`src/rtl/wrap_fetch_sequencer.sv`:
```
// Per-wrap PC file and round-robin fetch scheduler feeding a registered icache request slot.
// Optional macro WRAP_FETCH_PERF_EN adds the perf_starve_cycles counter port.

module wrap_fetch_state #(
    parameter int                  PC_WIDTH    = 32,
    parameter logic [PC_WIDTH-1:0] RESET_PC    = '0,
    parameter int                  INSTR_BYTES = 4
) (
    input  logic                clk,
    input  logic                reset,
    input  logic                grant,
    input  logic                resp_clr,
    input  logic                redirect,
    input  logic [PC_WIDTH-1:0] redirect_pc,
    output logic [PC_WIDTH-1:0] pc,
    output logic                pending,
    output logic                epoch
);
    localparam logic [PC_WIDTH-1:0] INC  = PC_WIDTH'(INSTR_BYTES);
    localparam logic [PC_WIDTH-1:0] MASK = ~PC_WIDTH'(INSTR_BYTES - 1);

    // Redirect wins over everything; grant and a matching response never coincide
    // because a pending wrap is never granted.
    always_ff @(posedge clk or posedge reset) begin
        if (reset) begin
            pc      <= RESET_PC;
            pending <= 1'b0;
            epoch   <= 1'b0;
        end else if (redirect) begin
            pc      <= redirect_pc & MASK;
            pending <= 1'b0;
            epoch   <= ~epoch;
        end else if (grant) begin
            pc      <= pc + INC;
            pending <= 1'b1;
        end else if (resp_clr) begin
            pending <= 1'b0;
        end
    end
endmodule

module wrap_fetch_sequencer #(
    parameter int                  NUM_WRAPS   = 4,
    parameter int                  PC_WIDTH    = 32,
    parameter logic [PC_WIDTH-1:0] RESET_PC    = 32'h0000_0000,
    parameter int                  INSTR_BYTES = 4,
    localparam int                 WW          = $clog2(NUM_WRAPS)
) (
    input  logic                 clk,
    input  logic                 reset,
    input  logic [NUM_WRAPS-1:0] wrap_enable,
    output logic                 ic_req_valid,
    input  logic                 ic_req_ready,
    output logic [PC_WIDTH-1:0]  ic_req_pc,
    output logic [WW-1:0]        ic_req_wrap,
    output logic                 ic_req_epoch,
    input  logic                 ic_resp_valid,
    input  logic [WW-1:0]        ic_resp_wrap,
    input  logic                 ic_resp_epoch,
    input  logic                 rb_valid,
    input  logic [WW-1:0]        rb_wrap,
    input  logic [PC_WIDTH-1:0]  rb_pc
`ifdef WRAP_FETCH_PERF_EN
    ,
    output logic [31:0]          perf_starve_cycles
`endif
);
    logic [NUM_WRAPS-1:0][PC_WIDTH-1:0] pc_q;
    logic [NUM_WRAPS-1:0]               pending_q;
    logic [NUM_WRAPS-1:0]               epoch_q;
    logic [NUM_WRAPS-1:0]               eligible;
    logic [NUM_WRAPS-1:0]               grant;
    logic [NUM_WRAPS-1:0]               resp_clr;
    logic [NUM_WRAPS-1:0]               rb_hit;
    logic [WW-1:0]                      rr_ptr;
    logic [WW-1:0]                      sel;
    logic                               sel_found;
    logic                               slot_free;
    logic                               kill;
    int                                 idx;

    assign slot_free = ~ic_req_valid | ic_req_ready;
    assign kill      = ic_req_valid & ~ic_req_ready & rb_valid & (rb_wrap == ic_req_wrap);

    for (genvar w = 0; w < NUM_WRAPS; w++) begin : g_wrap
        assign rb_hit[w]   = rb_valid & (rb_wrap == WW'(w));
        assign eligible[w] = wrap_enable[w] & ~pending_q[w] & ~rb_hit[w];
        assign resp_clr[w] = ic_resp_valid & (ic_resp_wrap == WW'(w)) & (ic_resp_epoch == epoch_q[w]);
        assign grant[w]    = slot_free & sel_found & (sel == WW'(w));

        wrap_fetch_state #(
            .PC_WIDTH    (PC_WIDTH),
            .RESET_PC    (RESET_PC),
            .INSTR_BYTES (INSTR_BYTES)
        ) u_state (
            .clk         (clk),
            .reset       (reset),
            .grant       (grant[w]),
            .resp_clr    (resp_clr[w]),
            .redirect    (rb_hit[w]),
            .redirect_pc (rb_pc),
            .pc          (pc_q[w]),
            .pending     (pending_q[w]),
            .epoch       (epoch_q[w])
        );
    end

    // rr_ptr holds the first wrap to search, i.e. last_granted+1.
    always_comb begin
        sel_found = 1'b0;
        sel       = '0;
        idx       = 0;
        for (int i = 0; i < NUM_WRAPS; i++) begin
            idx = (int'(rr_ptr) + i) % NUM_WRAPS;
            if (!sel_found && eligible[WW'(idx)]) begin
                sel_found = 1'b1;
                sel       = WW'(idx);
            end
        end
    end

    always_ff @(posedge clk or posedge reset) begin
        if (reset) begin
            ic_req_valid <= 1'b0;
            ic_req_pc    <= '0;
            ic_req_wrap  <= '0;
            ic_req_epoch <= 1'b0;
            rr_ptr       <= '0;
        end else if (slot_free) begin
            ic_req_valid <= sel_found;
            if (sel_found) begin
                ic_req_pc    <= pc_q[sel];
                ic_req_wrap  <= sel;
                ic_req_epoch <= epoch_q[sel];
                rr_ptr       <= (sel == WW'(NUM_WRAPS - 1)) ? '0 : sel + 1'b1;
            end
        end else if (kill) begin
            ic_req_valid <= 1'b0;
        end
    end

`ifdef WRAP_FETCH_PERF_EN
    always_ff @(posedge clk or posedge reset) begin
        if (reset)
            perf_starve_cycles <= '0;
        else if (|wrap_enable && slot_free && !sel_found && perf_starve_cycles != 32'hFFFF_FFFF)
            perf_starve_cycles <= perf_starve_cycles + 32'd1;
    end
`endif
endmodule

```
`config.mk`:
```
export PLATFORM = sky130hd
export DESIGN_NAME = wrap_fetch_sequencer
export DESIGN_NICKNAME = d
export VERILOG_FILES = /design/src/rtl/wrap_fetch_sequencer.sv
export SDC_FILE = /design/constraint.sdc
export NUM_CORES = 1
export LEC_CHECK = 0
export ABC_AREA = 0
export BUFFER_PORTS_ARGS = -buffer_cell sky130_fd_sc_hd__buf_2
export CAP_MARGIN = 10
export CORE_MARGIN = 2
export CORE_UTILIZATION = 66
export DETAILED_ROUTE_END_ITERATION = 10
export PLACE_DENSITY = 0.87
export SLEW_MARGIN = 20
export SYNTH_ARGS = -nofsm -noshare
export SYNTH_HDL_FRONTEND = slang
export SYNTH_HIERARCHICAL = 1
export SYNTH_SLANG_ARGS = --single-unit
```
`constraint.sdc`:
```
create_clock -name clk -period 5.2 [get_ports clk]
set_clock_uncertainty 0.2 [all_clocks]
set_input_delay 1.3 -clock clk [delete_from_list [all_inputs] [get_ports clk]]
set_output_delay 1.3 -clock clk [all_outputs]
set_load 0.01 [all_outputs]
```
==> metrics.yaml <==
global_routing:
  grt_pass1_wl_um: 48700
  antenna_found_initial: 0
  track_usage: 0.374
  grt_pass1_vias: 9114
  grt-ovfl-total: 0
  grt_max_degree: 52
setup_path:
  r2r_slack_ns: 1.41
  crit_type: "in -> reg"
  crit_fanout: 14
  rr_endpoint: "g_wrap[3].u_state/pc[19]$_DFFE_PP0N_"
  critPathCapture: "g_wrap[3].u_state/pc[19]$_DFFE_PP0N_"
  cp-end-kind: "flip-flop"
  crit_start: "rb_wrap[1]"
  arrival_ns: 4.65
  worstPathRequired_ns: 5.36
  ff2ff_path_depth: 9
  crit_path_start_kind: "primary input"
  rr_startpoint: "g_wrap[3].u_state/pending$_DFFE_PP0P_"
clock_network:
  cts.path.max_buffers: 2
  post-cts-setup-buffers: 0
  hold_buffers: 0
  cts_root_buffer: "clkbuf_16"
  clkLatencyLatePin_ns: 0.44
  h-tree-depth: 4
  cts_resized: 0
  numClockSinks: 166
  cts_tree: "yes"
  path_clk_slew_ns: 0.07
  cts_buffers: 17
outcome:
  outcome: "finished, final reports clean"
synthesis:
  async_flop_share: 1.00
  yosysSeqAreaShare: 0.395
  ys_seq_elements: 166
  yosysUniqueCellTypes: 71
  synth-edff-count: 0
  synthFlopType: "dfrtp_1"
  synthCells: 1178
  ys_warn_count: 6
  synth.avg_cell_area_sq_um: 8.92
  synth_area_sq_mm: 0.0105
timing:
  tightestPinTransition_ns: 0.815
  drv_slew: 0
  rsz0062_at_grt: "false"
  period_needed_ns: 4.49
  min_period_over_period: 0.863
  hold_viol_final: 0
  fmax_mhz: 223
  setup_viol: 0
  fin_ws_ns: 0.712
  slew_headroom: 0.457
  tns_ns: 0
place:
  dpl-instance-area_sq_mm: 0.0109
  port_buffers: 79
  pre_cts_ws_ns: 0.368
  hpwl_um: 22100
  dp_cells: 1406
  gp_congestion: 0.952
pwr:
  peakVddDrop_v: 0.000315
  p_leak_nw: 4.61
  power_density_mw_per_mm2: 462
route:
  drc: 0
  viasPerCell: 6.90
  post_drt_wl_per_cell_um: 21.7
  dr_total_vias: 9910
  antenna_left: 0
  totalWireLength_um: 31100
  first_pass_iters: 6
  drtIter0Drc: 1314
min_path:
  hp-class: "reg -> reg"
  min_path_cells: 1
job:
  maxCapViolCount: 0
floorplan:
  num_io_pins: 82
  die_h_um: 130
  dieArea_sq_mm: 0.0169
  core_sq_mm: 0.0157
  fp-row-count: 46
  start_util: 0.669
  die_x_um: 130
final_layout:
  final_nets: 1259
  finalNonFillerCells: 1436
  areaGrowthSynthToFinish_pct: 9.07
  postLayoutCellArea_sq_mm: 0.0115
  diodes: 0
  layout-drive-gt1-share: 0.155
[state kept, by name, summed over array words and instances, names as in the netlist]
signal and flops:
g_wrap.u_state/pc 120, ic_req_pc 32, g_wrap.u_state/epoch 4, g_wrap.u_state/pending 4, ic_req_wrap 2, rr_ptr 2, ic_req_epoch 1, ic_req_valid 1
[per-stage QoR]
step	hold WS [ns]	total power, mW	util
floorplan	0.277	3.40	-
global placement	0.296	3.95	0.694
global route	0.324	5.55	0.730
CTS	0.310	5.24	0.730
finish	0.311	5.29	0.730
detailed placement	0.298	4.02	0.694
[cell type report]
class | instances | area [sq um]
Clock buffer | 19 | 453
Inverter | 38 | 143
Clock inverter | 11 | 101
Fill cell | 1173 | 4250
Multi-Input combinational cell | 880 | 5740
Tap cell | 216 | 270
Sequential cell | 166 | 4150
Timing Repair Buffer | 106 | 598
[layer usage]
| metal | vias to the layer above | wire length [um] | track usage |
|---|---|---|---|
| met3 | 101 | 3650 | 0.109 |
| met4 | 0 | 876 | 0.140 |
| li1 | 4451 | - | - |
| met5 | - | 0 | 0 |
| met1 | 4745 | 12300 | 0.511 |
| met2 | 613 | 14300 | 0.569 |
[worst min path at each step]
stage / startpoint / end / slack, ns
after detailed placement: g_wrap[2].u_state/epoch$_DFFE_PP0P_ / g_wrap[2].u_state/epoch$_DFFE_PP0P_ / 0.30
after global placement: g_wrap[2].u_state/epoch$_DFFE_PP0P_ / g_wrap[2].u_state/epoch$_DFFE_PP0P_ / 0.30
final: g_wrap[1].u_state/epoch$_DFFE_PP0P_ / g_wrap[1].u_state/epoch$_DFFE_PP0P_ / 0.31
after floorplan: g_wrap[2].u_state/epoch$_DFFE_PP0P_ / g_wrap[2].u_state/epoch$_DFFE_PP0P_ / 0.28
after global routing: g_wrap[1].u_state/epoch$_DFFE_PP0P_ / g_wrap[1].u_state/epoch$_DFFE_PP0P_ / 0.32
after CTS: g_wrap[1].u_state/epoch$_DFFE_PP0P_ / g_wrap[1].u_state/epoch$_DFFE_PP0P_ / 0.31
[cells in the mapped netlist (5+ instances only)]
cell type	instances	share of area
nand4_1	61	0.036
mux2i_1	37	0.035
clkbuf_1	44	0.016
a21oi_1	15	0.0071
o22ai_1	23	0.014
a22oi_1	8	0.0057
or3_2	8	0.0057
buf_4	18	0.013
a211oi_1	9	0.0064
and2_1	14	0.0083
and4_1	20	0.017
xnor2_1	19	0.016
a311o_1	8	0.0076
or3_1	5	0.0030
nor4_1	12	0.0071
inv_1	37	0.013
buf_2	31	0.015
nand3_1	50	0.024
a31oi_1	36	0.021
o31ai_1	32	0.023
xor2_1	39	0.033
and3_1	20	0.012
dfrtp_1	166	0.40
nor3_1	10	0.0048
a211o_1	12	0.010
nor2b_1	11	0.0065
nand2_1	109	0.039
nor2_1	103	0.037
o21ai_0	82	0.039
nor4b_1	9	0.0075
a221oi_1	21	0.018
a211oi_2	16	0.019
or4_1	20	0.014
[worst max-delay path, cell delays in order]
cell     delay [ns]
buf_2          0.14
nor3b_4        0.29
or2_4          0.21
o311a_4        0.34
and2_0         0.44
and3_1         0.47
and4_1         0.40
nand3_2        0.28
or4_1          0.58
a31oi_1        0.18
[cells in the final DEF, fill, tap and decap left out, types with 5 or more instances in the layout]
master / n
xor2_1: 39
a211o_1: 12
nand2_1: 109
nor2b_1: 11
mux2i_1: 37
and2_1: 14
a221oi_1: 21
a31oi_1: 36
conb_1: 8
nand3_1: 50
o21ai_0: 82
or3_1: 5
a311o_1: 8
or4_1: 20
a21oi_1: 15
and4_1: 20
dfrtp_1: 166
buf_2: 79
nand4_1: 61
xnor2_1: 19
nor4b_1: 9
o22ai_1: 22
nor2_1: 103
inv_1: 36
clkbuf_16: 17
a211oi_2: 16
nor3_1: 10
o31ai_1: 32
and3_1: 20
buf_4: 27
a211oi_1: 9
or3_2: 8
a22oi_1: 8
nor4_1: 12
[kinds of logic after synthesis]
family / synth area share
muxes: 0.0352
buffers and inverters: 0.0619
AOI/OAI and AO/OA: 0.194
adders and majority gates: 0.00476
DFF: 0.395
other: 0.00143
and+or+nand+nor: 0.259
xor gates and xnor gates: 0.0483
[report_power, final]
group          switching, mW  internal [mW]
clock network          0.540          0.679
registers              0.459           1.66
logic                   1.15          0.801
No activity file was read; power rests on OpenSTA's default activity.
